**src/rtl/mau_pkg.sv**
```systemverilog
// Shared types, size/fault codes and the request checker for mem_access_unit.
// Honours MAU_SUBWORD_EN: when undefined, byte and half sizes are treated as misaligned.
package mau_pkg;

  localparam int MEM_WORDS_DEF  = 512;
  localparam int IMEM_WORDS_DEF = 256;

  typedef enum logic [2:0] {
    ST_IDLE      = 3'd0,
    ST_READ      = 3'd1,
    ST_WRITE     = 3'd2,
    ST_RMW_READ  = 3'd3,
    ST_RMW_WRITE = 3'd4,
    ST_RESP      = 3'd5
  } state_t;

  localparam logic [1:0] SZ_BYTE = 2'b00;
  localparam logic [1:0] SZ_HALF = 2'b01;
  localparam logic [1:0] SZ_WORD = 2'b10;

  localparam logic [1:0] FLT_NONE     = 2'b00;
  localparam logic [1:0] FLT_MISALIGN = 2'b01;
  localparam logic [1:0] FLT_RANGE    = 2'b10;
  localparam logic [1:0] FLT_WPROT    = 2'b11;

  // Priority: misaligned/reserved size, then range, then write-protect.
  function automatic logic [1:0] check_access(
    input logic [31:0] addr,
    input logic [1:0]  size,
    input logic        is_store,
    input logic        is_fetch,
    input logic [31:0] mem_bytes,
    input logic [31:0] imem_bytes
  );
    logic misalign;
    misalign = 1'b0;
    case (size)
      SZ_WORD: misalign = (addr[1:0] != 2'b00);
`ifdef MAU_SUBWORD_EN
      SZ_HALF: misalign = addr[0];
      SZ_BYTE: misalign = 1'b0;
`endif
      default: misalign = 1'b1;
    endcase
    if (misalign)
      check_access = FLT_MISALIGN;
    else if ((addr >= mem_bytes) || (is_fetch && (addr >= imem_bytes)))
      check_access = FLT_RANGE;
    else if (is_store && (addr < imem_bytes))
      check_access = FLT_WPROT;
    else
      check_access = FLT_NONE;
  endfunction

endpackage

```
**src/rtl/mau_lane.sv**
```systemverilog
// Little-endian byte-lane logic: merges store lanes into the old word and
// extracts/extends sub-word loads. Only instantiated when MAU_SUBWORD_EN is defined.
module mau_lane
  import mau_pkg::*;
(
  input  logic [1:0]  i_ofs,
  input  logic [1:0]  i_size,
  input  logic        i_unsigned,
  input  logic [31:0] i_wdata,
  input  logic [31:0] i_rdata,
  output logic [31:0] o_merged,
  output logic [31:0] o_load
);

  logic [7:0]  w_byte;
  logic [15:0] w_half;

  always_comb begin
    w_byte   = i_rdata[{i_ofs, 3'b000} +: 8];
    w_half   = i_rdata[{i_ofs[1], 4'b0000} +: 16];
    o_merged = i_rdata;
    o_load   = i_rdata;
    case (i_size)
      SZ_BYTE: begin
        o_merged[{i_ofs, 3'b000} +: 8] = i_wdata[7:0];
        o_load = i_unsigned ? {24'b0, w_byte} : {{24{w_byte[7]}}, w_byte};
      end
      SZ_HALF: begin
        o_merged[{i_ofs[1], 4'b0000} +: 16] = i_wdata[15:0];
        o_load = i_unsigned ? {16'b0, w_half} : {{16{w_half[15]}}, w_half};
      end
      default: begin
        o_merged = i_wdata;
        o_load   = i_rdata;
      end
    endcase
  end

endmodule

```
**src/rtl/mem_access_unit.sv**
```systemverilog
// Memory initiator arbitrating CPU fetch and load/store requests onto a single
// combinational-read memory port. Sub-word accesses exist only when MAU_SUBWORD_EN is defined.
module mem_access_unit
  import mau_pkg::*;
#(
  parameter int MEM_WORDS  = MEM_WORDS_DEF,
  parameter int IMEM_WORDS = IMEM_WORDS_DEF
) (
  input  logic        clk,
  input  logic        rst,
  input  logic        fetch_req,
  input  logic [31:0] fetch_addr,
  output logic        fetch_ready,
  output logic        fetch_valid,
  output logic [31:0] fetch_instr,
  input  logic        data_req,
  input  logic        data_we,
  input  logic [1:0]  data_size,
  input  logic        data_unsigned,
  input  logic [31:0] data_addr,
  input  logic [31:0] data_wdata,
  output logic        data_ready,
  output logic        data_valid,
  output logic [31:0] data_rdata,
  output logic        fault,
  output logic [1:0]  fault_code,
  output logic        mem_write_enable,
  output logic [31:0] mem_address,
  output logic [31:0] mem_write_data,
  input  logic [31:0] mem_read_data,
  output logic [2:0]  dbg_state
);

  localparam logic [31:0] MEM_BYTES  = 32'(MEM_WORDS * 4);
  localparam logic [31:0] IMEM_BYTES = 32'(IMEM_WORDS * 4);

  // Handshake: a request transfers at the rising edge where req && ready;
  // ready is high only in IDLE outside reset, and the requester holds its
  // inputs until then. Data wins over fetch when both are asserted.
  state_t      r_state;
  logic        r_is_fetch;
  logic        r_mem_we;
  logic [31:0] r_mem_addr;
  logic [31:0] r_mem_wdata;
  logic        r_fetch_valid;
  logic        r_data_valid;
  logic [31:0] r_fetch_instr;
  logic [31:0] r_data_rdata;
  logic        r_fault;
  logic [1:0]  r_fault_code;

  logic        w_idle;
  logic        w_take_data;
  logic        w_take_fetch;
  logic        w_accept;
  logic        w_req_store;
  logic [31:0] w_req_addr;
  logic [1:0]  w_req_size;
  logic [1:0]  w_req_fault;
  logic [31:0] w_load_word;

  assign w_idle       = (r_state == ST_IDLE) && !rst;
  assign fetch_ready  = w_idle;
  assign data_ready   = w_idle;
  assign w_take_data  = w_idle && data_req;
  assign w_take_fetch = w_idle && fetch_req && !data_req;
  assign w_accept     = w_take_data || w_take_fetch;
  assign w_req_addr   = data_req ? data_addr : fetch_addr;
  assign w_req_size   = data_req ? data_size : SZ_WORD;
  assign w_req_store  = data_req && data_we;
  assign w_req_fault  = check_access(w_req_addr, w_req_size, w_req_store, !data_req,
                                     MEM_BYTES, IMEM_BYTES);

`ifdef MAU_SUBWORD_EN
  logic [1:0]  r_ofs;
  logic [1:0]  r_size;
  logic        r_unsigned;
  logic [31:0] r_wdata;
  logic [31:0] w_merged_word;

  mau_lane u_lane (
    .i_ofs      (r_ofs),
    .i_size     (r_size),
    .i_unsigned (r_unsigned),
    .i_wdata    (r_wdata),
    .i_rdata    (mem_read_data),
    .o_merged   (w_merged_word),
    .o_load     (w_load_word)
  );
`else
  logic w_unused;
  assign w_unused    = data_unsigned;
  assign w_load_word = mem_read_data;
`endif

  always_ff @(posedge clk) begin
    if (rst) begin
      r_state       <= ST_IDLE;
      r_is_fetch    <= 1'b0;
      r_mem_we      <= 1'b0;
      r_mem_addr    <= '0;
      r_mem_wdata   <= '0;
      r_fetch_valid <= 1'b0;
      r_data_valid  <= 1'b0;
      r_fetch_instr <= '0;
      r_data_rdata  <= '0;
      r_fault       <= 1'b0;
      r_fault_code  <= FLT_NONE;
`ifdef MAU_SUBWORD_EN
      r_ofs         <= 2'b00;
      r_size        <= SZ_WORD;
      r_unsigned    <= 1'b0;
      r_wdata       <= '0;
`endif
    end else begin
      case (r_state)
        ST_IDLE: begin
          if (w_accept) begin
            r_is_fetch <= w_take_fetch;
`ifdef MAU_SUBWORD_EN
            r_ofs      <= w_req_addr[1:0];
            r_size     <= w_req_size;
            r_unsigned <= data_unsigned;
            r_wdata    <= data_wdata;
`endif
            if (w_req_fault != FLT_NONE) begin
              r_state       <= ST_RESP;
              r_fault       <= 1'b1;
              r_fault_code  <= w_req_fault;
              r_fetch_valid <= w_take_fetch;
              r_data_valid  <= w_take_data;
              r_fetch_instr <= '0;
              r_data_rdata  <= '0;
            end else if (!w_req_store) begin
              r_state    <= ST_READ;
              r_mem_addr <= {w_req_addr[31:2], 2'b00};
            end else if (w_req_size == SZ_WORD) begin
              r_state     <= ST_WRITE;
              r_mem_we    <= 1'b1;
              r_mem_addr  <= {w_req_addr[31:2], 2'b00};
              r_mem_wdata <= data_wdata;
            end else begin
`ifdef MAU_SUBWORD_EN
              r_state    <= ST_RMW_READ;
              r_mem_addr <= {w_req_addr[31:2], 2'b00};
`else
              r_state    <= ST_IDLE;
`endif
            end
          end
        end
        ST_READ: begin
          r_state    <= ST_RESP;
          r_mem_addr <= '0;
          if (r_is_fetch) begin
            r_fetch_valid <= 1'b1;
            r_fetch_instr <= mem_read_data;
          end else begin
            r_data_valid <= 1'b1;
            r_data_rdata <= w_load_word;
          end
        end
        ST_WRITE: begin
          r_state      <= ST_RESP;
          r_mem_we     <= 1'b0;
          r_mem_addr   <= '0;
          r_mem_wdata  <= '0;
          r_data_valid <= 1'b1;
          r_data_rdata <= '0;
        end
`ifdef MAU_SUBWORD_EN
        ST_RMW_READ: begin
          // Old word is folded into the write data here; the address is held.
          r_state     <= ST_RMW_WRITE;
          r_mem_we    <= 1'b1;
          r_mem_wdata <= w_merged_word;
        end
        ST_RMW_WRITE: begin
          r_state      <= ST_RESP;
          r_mem_we     <= 1'b0;
          r_mem_addr   <= '0;
          r_mem_wdata  <= '0;
          r_data_valid <= 1'b1;
          r_data_rdata <= '0;
        end
`endif
        ST_RESP: begin
          r_state       <= ST_IDLE;
          r_fetch_valid <= 1'b0;
          r_data_valid  <= 1'b0;
          r_fetch_instr <= '0;
          r_data_rdata  <= '0;
          r_fault       <= 1'b0;
          r_fault_code  <= FLT_NONE;
        end
        default: r_state <= ST_IDLE;
      endcase
    end
  end

  // Gating with rst lets a reset abort a write in flight without a stray strobe.
  assign mem_write_enable = r_mem_we && !rst;
  assign mem_address      = r_mem_addr;
  assign mem_write_data   = r_mem_wdata;
  assign fetch_valid      = r_fetch_valid;
  assign fetch_instr      = r_fetch_instr;
  assign data_valid       = r_data_valid;
  assign data_rdata       = r_data_rdata;
  assign fault            = r_fault;
  assign fault_code       = r_fault_code;
  assign dbg_state        = r_state;

endmodule

```
**config.mk**
```make
export PLATFORM = sky130hd
export DESIGN_NAME = mem_access_unit
export DESIGN_NICKNAME = d
export VERILOG_FILES = /design/src/rtl/mau_pkg.sv /design/src/rtl/mau_lane.sv /design/src/rtl/mem_access_unit.sv
export SDC_FILE = /design/constraint.sdc
export NUM_CORES = 1
export LEC_CHECK = 0
export ABC_AREA = 1
export CORE_MARGIN = 2
export CORE_UTILIZATION = 42
export CTS_BUF_LIST = sky130_fd_sc_hd__clkbuf_8 sky130_fd_sc_hd__clkbuf_16
export DETAILED_ROUTE_END_ITERATION = 16
export PLACE_DENSITY = 0.82
export SYNTH_ARGS = -nofsm -noshare
export SYNTH_HDL_FRONTEND = slang
export SYNTH_SLANG_ARGS = --single-unit
```
**constraint.sdc**
```tcl
create_clock -name clk -period 2.74 [get_ports clk]
set_input_delay 0.548 -clock clk [delete_from_list [all_inputs] [get_ports clk]]
set_output_delay 0.548 -clock clk [all_outputs]
set_load 0.02 [all_outputs]
```
==> metrics.txt <==
row cnt 44; Seq/Total Area, Yosys 0.441; Worst setup SP type primary input; synth warn 0; hold slack final roughly 0.46 ns; clk root buf clkbuf_16; RSZ-0062 raised after global routing no; Post-DP HPWL 13,100 µm; largest family of logic cells by synthesized area simple AND/OR/NAND/NOR gates; worst reg-to-reg setup slack 0.51 ns; WL per Instance approximately 14 µm; Area after DPL between 9000 and 10,000 µm²; H-Tree Depth 4; Core Area 14,500 µm²; final antenna diode count 0; Sequential Area 2720 µm²; FMAX 0.403 GHz; Clock Skews 0.00955 ns; total track usage 0.237; r2r startpoint dbg_state[2]; Die ar. 15,700 µm²; number of I/O pins 275; Hold/Removal Path Class flip-flop to flip-flop; Resized cells post-CTS 0; PortBufs 271; Max Cap Violations 0; Final Hold Viols 0; syn avg cell area 7.12 µm²; Tcrit/Tclk final 0.905; outcome complete, no violations; Inserted Clock Buffers 17; Pins Over Slew Limit 0; Setup CP Type primary input to flip-flop; setup bufs post-CTS 0; XOR/XNOR Fraction of Synth Area 0; CTS tree built; final wirelength 18,400 µm; Post-DRT Antenna Nets 0; fill count 1,238; antenna violations before repair 0; Synth Area in Simple Gates 0.323; total negative slack 0 ns; adder-cell share of the synthesized area 0; TritonRoute pass-1 iters 5; Layout area overhead 57.8%; die height 125 µm; clock latency on the worst-skew pair 0.41 ns; hold buffer count at CTS 0; Post-Syn Instances just under 900; detailed-route DRC error count 0; leakage power 4.18 nW; Max clock buf depth 2; share of cells above drive strength 1 0.106; multi-input logic area 2660 µm²; post-synthesis mux area share 0; crit path DAT 2.77 ns; Max IR drop VDD 0.000650 V; Power Density 969 nW/µm²; Die Span X 125 µm; total gr overflow 0; Cell Area, Synth 6180 µm²; final setup violating endpoints 0; worst-path fanout max 39; relative slew slack 0.484; commonest non-fill, non-tap cell in the layout clkdlybuf4s50_1; Initial Util 0.427; Final min period 2.48 ns; worst hold start data_rdata[6]; Worst-Margin Slew 0.774 ns; Routability Congestion about 0.83; via count 6,357; Vias/cell 4.79; Setup crit start data_req; Worst Path Required slightly above 3 ns; post-synth cell types 32; Synth Area in Compound Gates 0.104; Synth Register Bits roughly 140; Layout Nets 1,269; vias in the first global route 6,063; largest net degree at the start of global routing 73; CTS Sinks 136; final instance area 9750 µm²; Starting DRT DRC Count 476; commonest non-fill, non-tap cells in the layout 270 x clkdlybuf4s50_1, 215 x nand2_1, 136 x dfxtp_1, 124 x inv_1, 72 x nor2_1; clk slew on worst S/H paths 0.06 ns; first-pass GRT wire length 30,100 µm; Crit. End Element flip-flop
-- cell type report --
| class | count | share of cell area |
|---|---|---|
| repair buffers | 305 | 0.313 |
| flip-flops and latches | 136 | 0.279 |
| multi-input cells | 544 | 0.273 |
| inverters | 129 | 0.0499 |
| clock buffers | 19 | 0.0465 |
| well taps | 184 | 0.0236 |
| clock inverters | 11 | 0.0153 |
-- critical path: stages --
cell	delay [ns]
clkdlybuf4s50_1	0.59
buf_12	0.19
nand2_1	0.08
nor2_1	0.16
nand4_1	0.21
nand4_2	0.17
nand2_2	0.10
and2_1	0.20
buf_12	0.18
nor3b_1	0.32
-- per-layer routing --
layer,wire [µm],global-route usage,vias up
met5,0,0,-
met4,558,0.102,0
met3,1200,0.0672,43
met2,8810,0.387,213
met1,7830,0.292,2839
li1,-,-,3262
-- path summary, 6_finish.rpt --
check                     to  cells after the start
max          mem_address[13]                     10
min            data_rdata[6]                      2
max reg2reg   mem_address[5]                     14
min reg2reg    data_rdata[6]                      2
-- state kept, by name, indices dropped and copies added, names as in the netlist --
name	cells
data_rdata	32
fetch_valid	1
mem_address	30
fault_code	2
data_valid	1
r_mem_we	1
mem_write_data	32
r_is_fetch	1
dbg_state	3
fetch_instr	32
fault	1
-- cells in the mapped netlist (all sizes together) --
master | n | share of area
a21oi | 65 | 0.059
a31oi | 1 | 0.0010
and2 | 1 | 0.0010
buf | 36 | 0.038
clkbuf | 24 | 0.015
clkinv | 1 | 0.00061
conb | 1 | 0.00061
dfxtp | 136 | 0.44
inv | 128 | 0.078
nand2 | 229 | 0.14
nand3 | 38 | 0.032
nand3b | 1 | 0.0012
nand4 | 51 | 0.054
nor2 | 76 | 0.048
nor3 | 2 | 0.0016
nor3b | 21 | 0.034
o211ai | 10 | 0.012
o21ai | 39 | 0.032
or2 | 8 | 0.0081
-- per-stage QoR --
step	util	instances	total power [W]	worst slack, ns
after CTS	0.673	1328	0.00949	0.231
after detailed placement	0.632	1298	0.00715	-0.121
after global placement	0.632	1298	0.00708	-0.0637
after global routing	0.673	1328	0.0101	0.0833
after floorplan	-	869	0.00541	0.552
final	0.673	1328	0.00945	0.262
-- power by group --
group / switching [W] / internal, W
logic: 0.00272 / 0.00185
registers: 0.000199 / 0.00237
clock network: 0.000840 / 0.00147
total: 0.00376 / 0.00569
-- logic make-up (layout without fill, tap and decap cells) --
kind of cell / count (synthesis) / in the layout
other cells: 1 / 2
compound gates: 115 / 115
simple gates: 427 / 427
buf+inv: 189 / 464
flops: 136 / 136
(Power assumes the default switching activity.)
==> variant 1: new RTL, config.mk and constraints unchanged <==
Build with the macro `MAU_SUBWORD_EN` defined.
--- a/src/rtl/mau_pkg.sv
+++ b/src/rtl/mau_pkg.sv
@@ -2,2 +2,4 @@
 // Honours MAU_SUBWORD_EN: when undefined, byte and half sizes are treated as misaligned.
+`define MAU_SUBWORD_EN
+
 package mau_pkg;
Formal check against the unedited RTL: not equivalent (Yosys sat finds a counterexample within 4 cycles, from zero or initial values and one cycle with rst high).
==> variant 1 against the unedited design <==
Die area increased by 51%; largest power group unchanged; power increased by 29%; setup slack got worse by 0.13 ns; combinational power increased by 31%; sequential cell count increased by 37; cell area increased by 34%; synthesized area increased by 53%; routed wire length increased by 83%; critical path depth decreased by 4.
==> variant 1: results (changes against the unedited design) <==
| Metric | Value |
|---|---|
| Status | `completed` |
| Synth cell count leaders | `363 x nand2_1, 220 x nor2_1, 176 x a21oi_1, 173 x dfxtp_1, 148 x inv_1` |
| Register area | `3460 sq um (+27%)` |
| Internal cell power | `7.11 mW (+25%)` |
| Sequential share of the synthesized area | `0.367 (-0.0740)` |
| Top cells by area, synth | `dfxtp_1 37%, nand2_1 14%, a21oi_1 9.3%` |
| Post-layout net count | `1857 (+46%)` |
| Final antenna-violating net count | `0 (unchanged)` |
| Global-route wire length before repair | `52200 um (+74%)` |
| Clk slew on worst S/H paths | `~0.07 ns` |
| H-tree levels | `4 (unchanged)` |
| Total Routing Usage GR | `0.276 (+0.0392)` |
| Initial antenna violation count | `0 (unchanged)` |
| Port Buf Inserts | `272 (+0.37%)` |
| Slowest stage delay, CP | `0.67 ns (+0.08 ns)` |
| N_diodes | `0 (unchanged)` |
| VDD IR-drop max | `0.487 mV (-25%)` |
| Post-synth cell types | `41 (+28%)` |
| Sequential share of power | `0.294 (+0.022)` |
| Fraction of registers with async set/reset | `0 (unchanged)` |
| Fin. max-slew vios | `0 (unchanged)` |
| Top FF cell, synth | `dfxtp_1` |
| CP max FO | `6 (-85%)` |
| Post-CTS Resized | `0 (unchanged)` |
| Vias | `10800 (+69%)` |
| Max-cap viol count | `0 (unchanged)` |
| First DRT Iteration DRCs | `895 (+88%)` |
| Gpl congestion | `0.968 (+17%)` |
| Root Driver | `clkbuf_16` |
| Max clock buf depth | `2 (unchanged)` |
| Layout cells sized above 1 | `0.0573 (-0.0485)` |
| Final Skew | `0.0104 ns (+0.000863 ns)` |
| Fillers | `2048 (+65%)` |
| Hold Crit Class | `register to register` |
| Crit path DAT | `2.06 ns (-0.71 ns)` |
| Pin count of the biggest net entering global routing | `64 (-12%)` |
| Tightest Pin Transition | `0.604 ns (-0.170 ns)` |
| Synth Warn # | `0 (unchanged)` |
| Pre-Repair DR Iteration Count | `6 (+1)` |
| Cell Area, Placed | `12400 sq um (+36%)` |
| Vias in the first global route | `9950 (+64%)` |
| Static leakage | `5.40 nW (+29%)` |
| Routed wire length | `33700 um (+83%)` |
| Detail Placement HPWL | `25000 um (+91%)` |
| CP max stage cell | `clkdlybuf4s50_1` |
| Post CTS Setup Buffer Count | `0 (unchanged)` |
| Worst-Skew Late Latency | `0.44 ns (+0.03 ns)` |
| CTS buffer count | `17 (unchanged)` |
variant 1: cell types whose count changed after synthesis, sizes merged, moves of 7 or more:
cell    change
dfxtp      +37
nor2      +148
nand4      -32
clkbuf     +41
o21ai      +88
a31oi      +16
a21oi     +111
o221ai      +7
nand2     +134
nor3b      -21
inv        +25
o211ai     +26
o31ai       +8
variant 1: cell type report:
cell class | instances | area share
clock buffer | 18 | 0.0337
clock inverter | 13 | 0.0144
inverter | 157 | 0.0455
multi-input combinational | 1046 | 0.372
sequential | 173 | 0.265
tap | 280 | 0.0268
timing repair buffer | 321 | 0.242
variant 1: logic make-up after synthesis:
logic type	synth area share
AOI/OAI and AO/OA	0.230
adders and majority gates	0.00662
buffers and inverters	0.120
DFF	0.367
muxes	0.00318
other	0.000397
and+or+nand+nor	0.274
variant 1: worst max-delay path: cells and delay by family (launching register included):
family	cells	cell delay, ns
and+or+nand+nor	3	0.44
DFF	1	0.35
buffers and inverters	3	0.84
variant 1: worst paths after layout:
| path | startpoint | to | slack [ns] | cells after the start |
|---|---|---|---|---|
| hold / removal | mem_address[25] | mem_address[25] | 0.44 | 2 |
| hold reg to reg | mem_address[25] | mem_address[25] | 0.44 | 2 |
| setup / recovery | dbg_state[1] | data_ready | 0.13 | 6 |
| setup reg to reg | r_ofs[0] | mem_write_data[3] | 0.37 | 11 |
variant 1: through the flow:
step	total power [mW]	instances	worst slack, ns
6_report	12.2	2008	0.128
5_1_grt	13.0	2008	0.0440
4_1_cts	12.2	2008	0.105
3_5_place_dp	9.58	1977	0.0365
3_3_place_gp	9.47	1977	0.107
2_1_floorplan	7.35	1483	0.0590
variant 1: per-layer routing:
layer  up-vias  part of all wire  global-route usage
met5         -                 0                   0
met4         0             0.030              0.0966
met3        68             0.091              0.0727
met2       543              0.47               0.469
met1      4878              0.40               0.337
li1       5265                 -                   -
variant 1: power by group through the flow:
stage / sequential (mW) / clock (mW) / combinational (mW)
after floorplan: 4.22 / 0 / 3.13
after global placement: 3.62 / 0 / 5.85
after detailed placement: 3.63 / 0 / 5.95
after CTS: 3.58 / 2.66 / 5.97
after global routing: 3.66 / 2.75 / 6.59
final: 3.59 / 2.64 / 5.99
==> variant 2: new RTL, same flow settings <==
Without the edit above. Reset style: asynchronous (`rst`), changed in one clocked block.
--- a/src/rtl/mem_access_unit.sv
+++ b/src/rtl/mem_access_unit.sv
@@ -95,3 +95,3 @@
 
-  always_ff @(posedge clk) begin
+  always_ff @(posedge clk or posedge rst) begin
     if (rst) begin
Check against the original RTL: differs if rst is asserted again (counterexample within 4 cycles, from zero or initial values and one cycle with rst high); with rst held inactive, the same outputs for 4 cycles.
==> variant 2 against the unedited design <==
Power grew 7.9%; critical endpoint is now fetch_ready; maximum frequency decreased by 4.1%; die area grew 5.7%; setup slack lost 0.11 ns; critical path depth down 6; routed wire length is 4.7% higher; sequential cell count unchanged; combinational power grew 8.6%; synthesized area grew 5.9%; final cell count is 1.1% lower; sequential share of layout area is 5.7 points higher; cell area increased by 3.8%; synthesized cell count decreased by 3.0%.
==> variant 2: results (changes against the unedited design) <==
| Metric | Value |
|---|---|
| Status | `completed` |
| Sequential share of the synthesized area | `0.520 (+0.0795)` |
| Global-route wire length before repair | `31200 um (+3.6%)` |
| Root Driver | `clkbuf_16` |
| Vias | `6372 (+0.24%)` |
| Min-Delay Path Depth | `2 (unchanged)` |
| Post-synth cell types | `26 (-19%)` |
| Hold Startpoint | `fetch_instr[5]` |
| Total Routing Usage GR | `0.239 (+0.00261)` |
| Layout cells sized above 1 | `0.0702 (-0.0355)` |
| First DRT Iteration DRCs | `387 (-19%)` |
| Final hold slack | `0.467 ns (+0.00773 ns)` |
| Top FF cell, synth | `dfrtp_1` |
| Setup crit start | `dbg_state[2]` |
| Yosys top cell area share | `0.520 (+0.0795)` |
| Worst-Skew Late Latency | `approximately 0.42 ns` |
| Pin count of the biggest net entering global routing | `67 (-8.2%)` |
| Reg2reg path depth | `9 (-5)` |
| Vias in the first global route | `6332 (+4.4%)` |
| Reg-to-reg endpoint | `data_rdata[25]` |
| CTS buffer count | `17 (unchanged)` |
| VDD IR-drop max | `0.553 mV (-15%)` |
| # placed instances | `1282 (-1.2%)` |
| CP Capture Point | `fetch_ready` |
| Clk slew on worst S/H paths | `0.06 ns (about the same)` |
| Synth Warn # | `0 (unchanged)` |
| Min-Delay Endpoint | `fetch_instr[5]` |
| Detail Placement HPWL | `13800 um (+5.5%)` |
| Drt via density | `4.85 (+1.4%)` |
| Pre-CTS WS | `-0.0372 ns (+0.0835 ns)` |
| Slew HR | `0.656 (+0.172)` |
| Final Skew | `0.00867 ns (-0.000880 ns)` |
| Static leakage | `5.12 nW (+22%)` |
| Synth cell count leaders | `318 x nand2_1, 136 x dfrtp_1, 104 x inv_1, 74 x nor2_1, 67 x nand4_1` |
| Gpl congestion | `0.832 (+0.34%)` |
| Post-route setup slack | `0.155 ns (-0.107 ns)` |
| DR WL/cell | `14.7 um (+5.8%)` |
| Post-layout net count | `1249 (-1.6%)` |
| Fraction of registers with async set/reset | `1.00 (+1.00)` |
| CP max FO | `5 (-87%)` |
| Crit path DAT | `2.04 ns (-0.73 ns)` |
| Top cells by area, synth | `dfrtp_1 52%, nand2_1 18%, nand4_1 6.4%` |
| Max clock buf depth | `2 (unchanged)` |
| Mean Syn Cell Area | `7.77 sq um (+9.2%)` |
==> variant 2: cell count changes after synthesis, sizes merged, moves of 17 or more <==
cell / before / now
dfxtp: 136 / 0
nand3: 38 / 4
nand2: 229 / 319
a21oi: 65 / 0
inv: 128 / 105
nor3b: 21 / 0
dfrtp: 0 / 136
nand4: 51 / 68
==> variant 2: through the flow <==
stage	cell area [sq um]	util	TNS [ns]
2_1_floorplan	6550	-	0
3_3_place_gp	9510	0.626	0
3_5_place_dp	9510	0.626	-0.529
4_1_cts	10100	0.665	0
5_1_grt	10100	0.666	0
6_report	10100	0.666	0
==> variant 2: logic make-up after synthesis <==
kind of cell,synth area share
buffers and inverters,0.115
AND/OR/NAND/NOR,0.309
AO/OA/AOI/OAI,0.0553
flip-flops,0.520
other,0.000573
==> variant 2: layer usage <==
layer | track usage | wire length (um)
met2 | 0.411 | 9640
met1 | 0.285 | 7880
met5 | 0 | 0
met3 | 0.0536 | 1090
met4 | 0.114 | 637
==> variant 2: where the power goes <==
group	total, mW	internal (mW)	switching (mW)	leakage (nW)
clock network	2.29	1.48	0.809	0.311
registers	2.95	2.62	0.323	1.81
logic	4.95	2.01	2.94	3.00
total	10.2	6.12	4.07	5.12
==> variant 2: worst max-delay path, cell delays in order, from the launching register on <==
cell and delay [ns]:
dfrtp_1 0.43, nor2_1 0.20, nand2_1 0.16, nor2_4 0.19, clkdlybuf4s50_1 0.63
==> variant 2: final cells by class <==
cell class | count | area [sq um]
tap | 188 | 235
clock inverter | 11 | 133
inverter | 108 | 412
sequential | 136 | 3400
clock buffer | 20 | 467
multi-input combinational | 546 | 2400
timing repair buffer | 304 | 3060
fill | 1267 | 5080
==> variant 2: repair_timing <==
item,CTS,global route
setup endpoints to repair,0,2
resized for setup,0,2
hold buffers,0,0
setup buffers,0,0
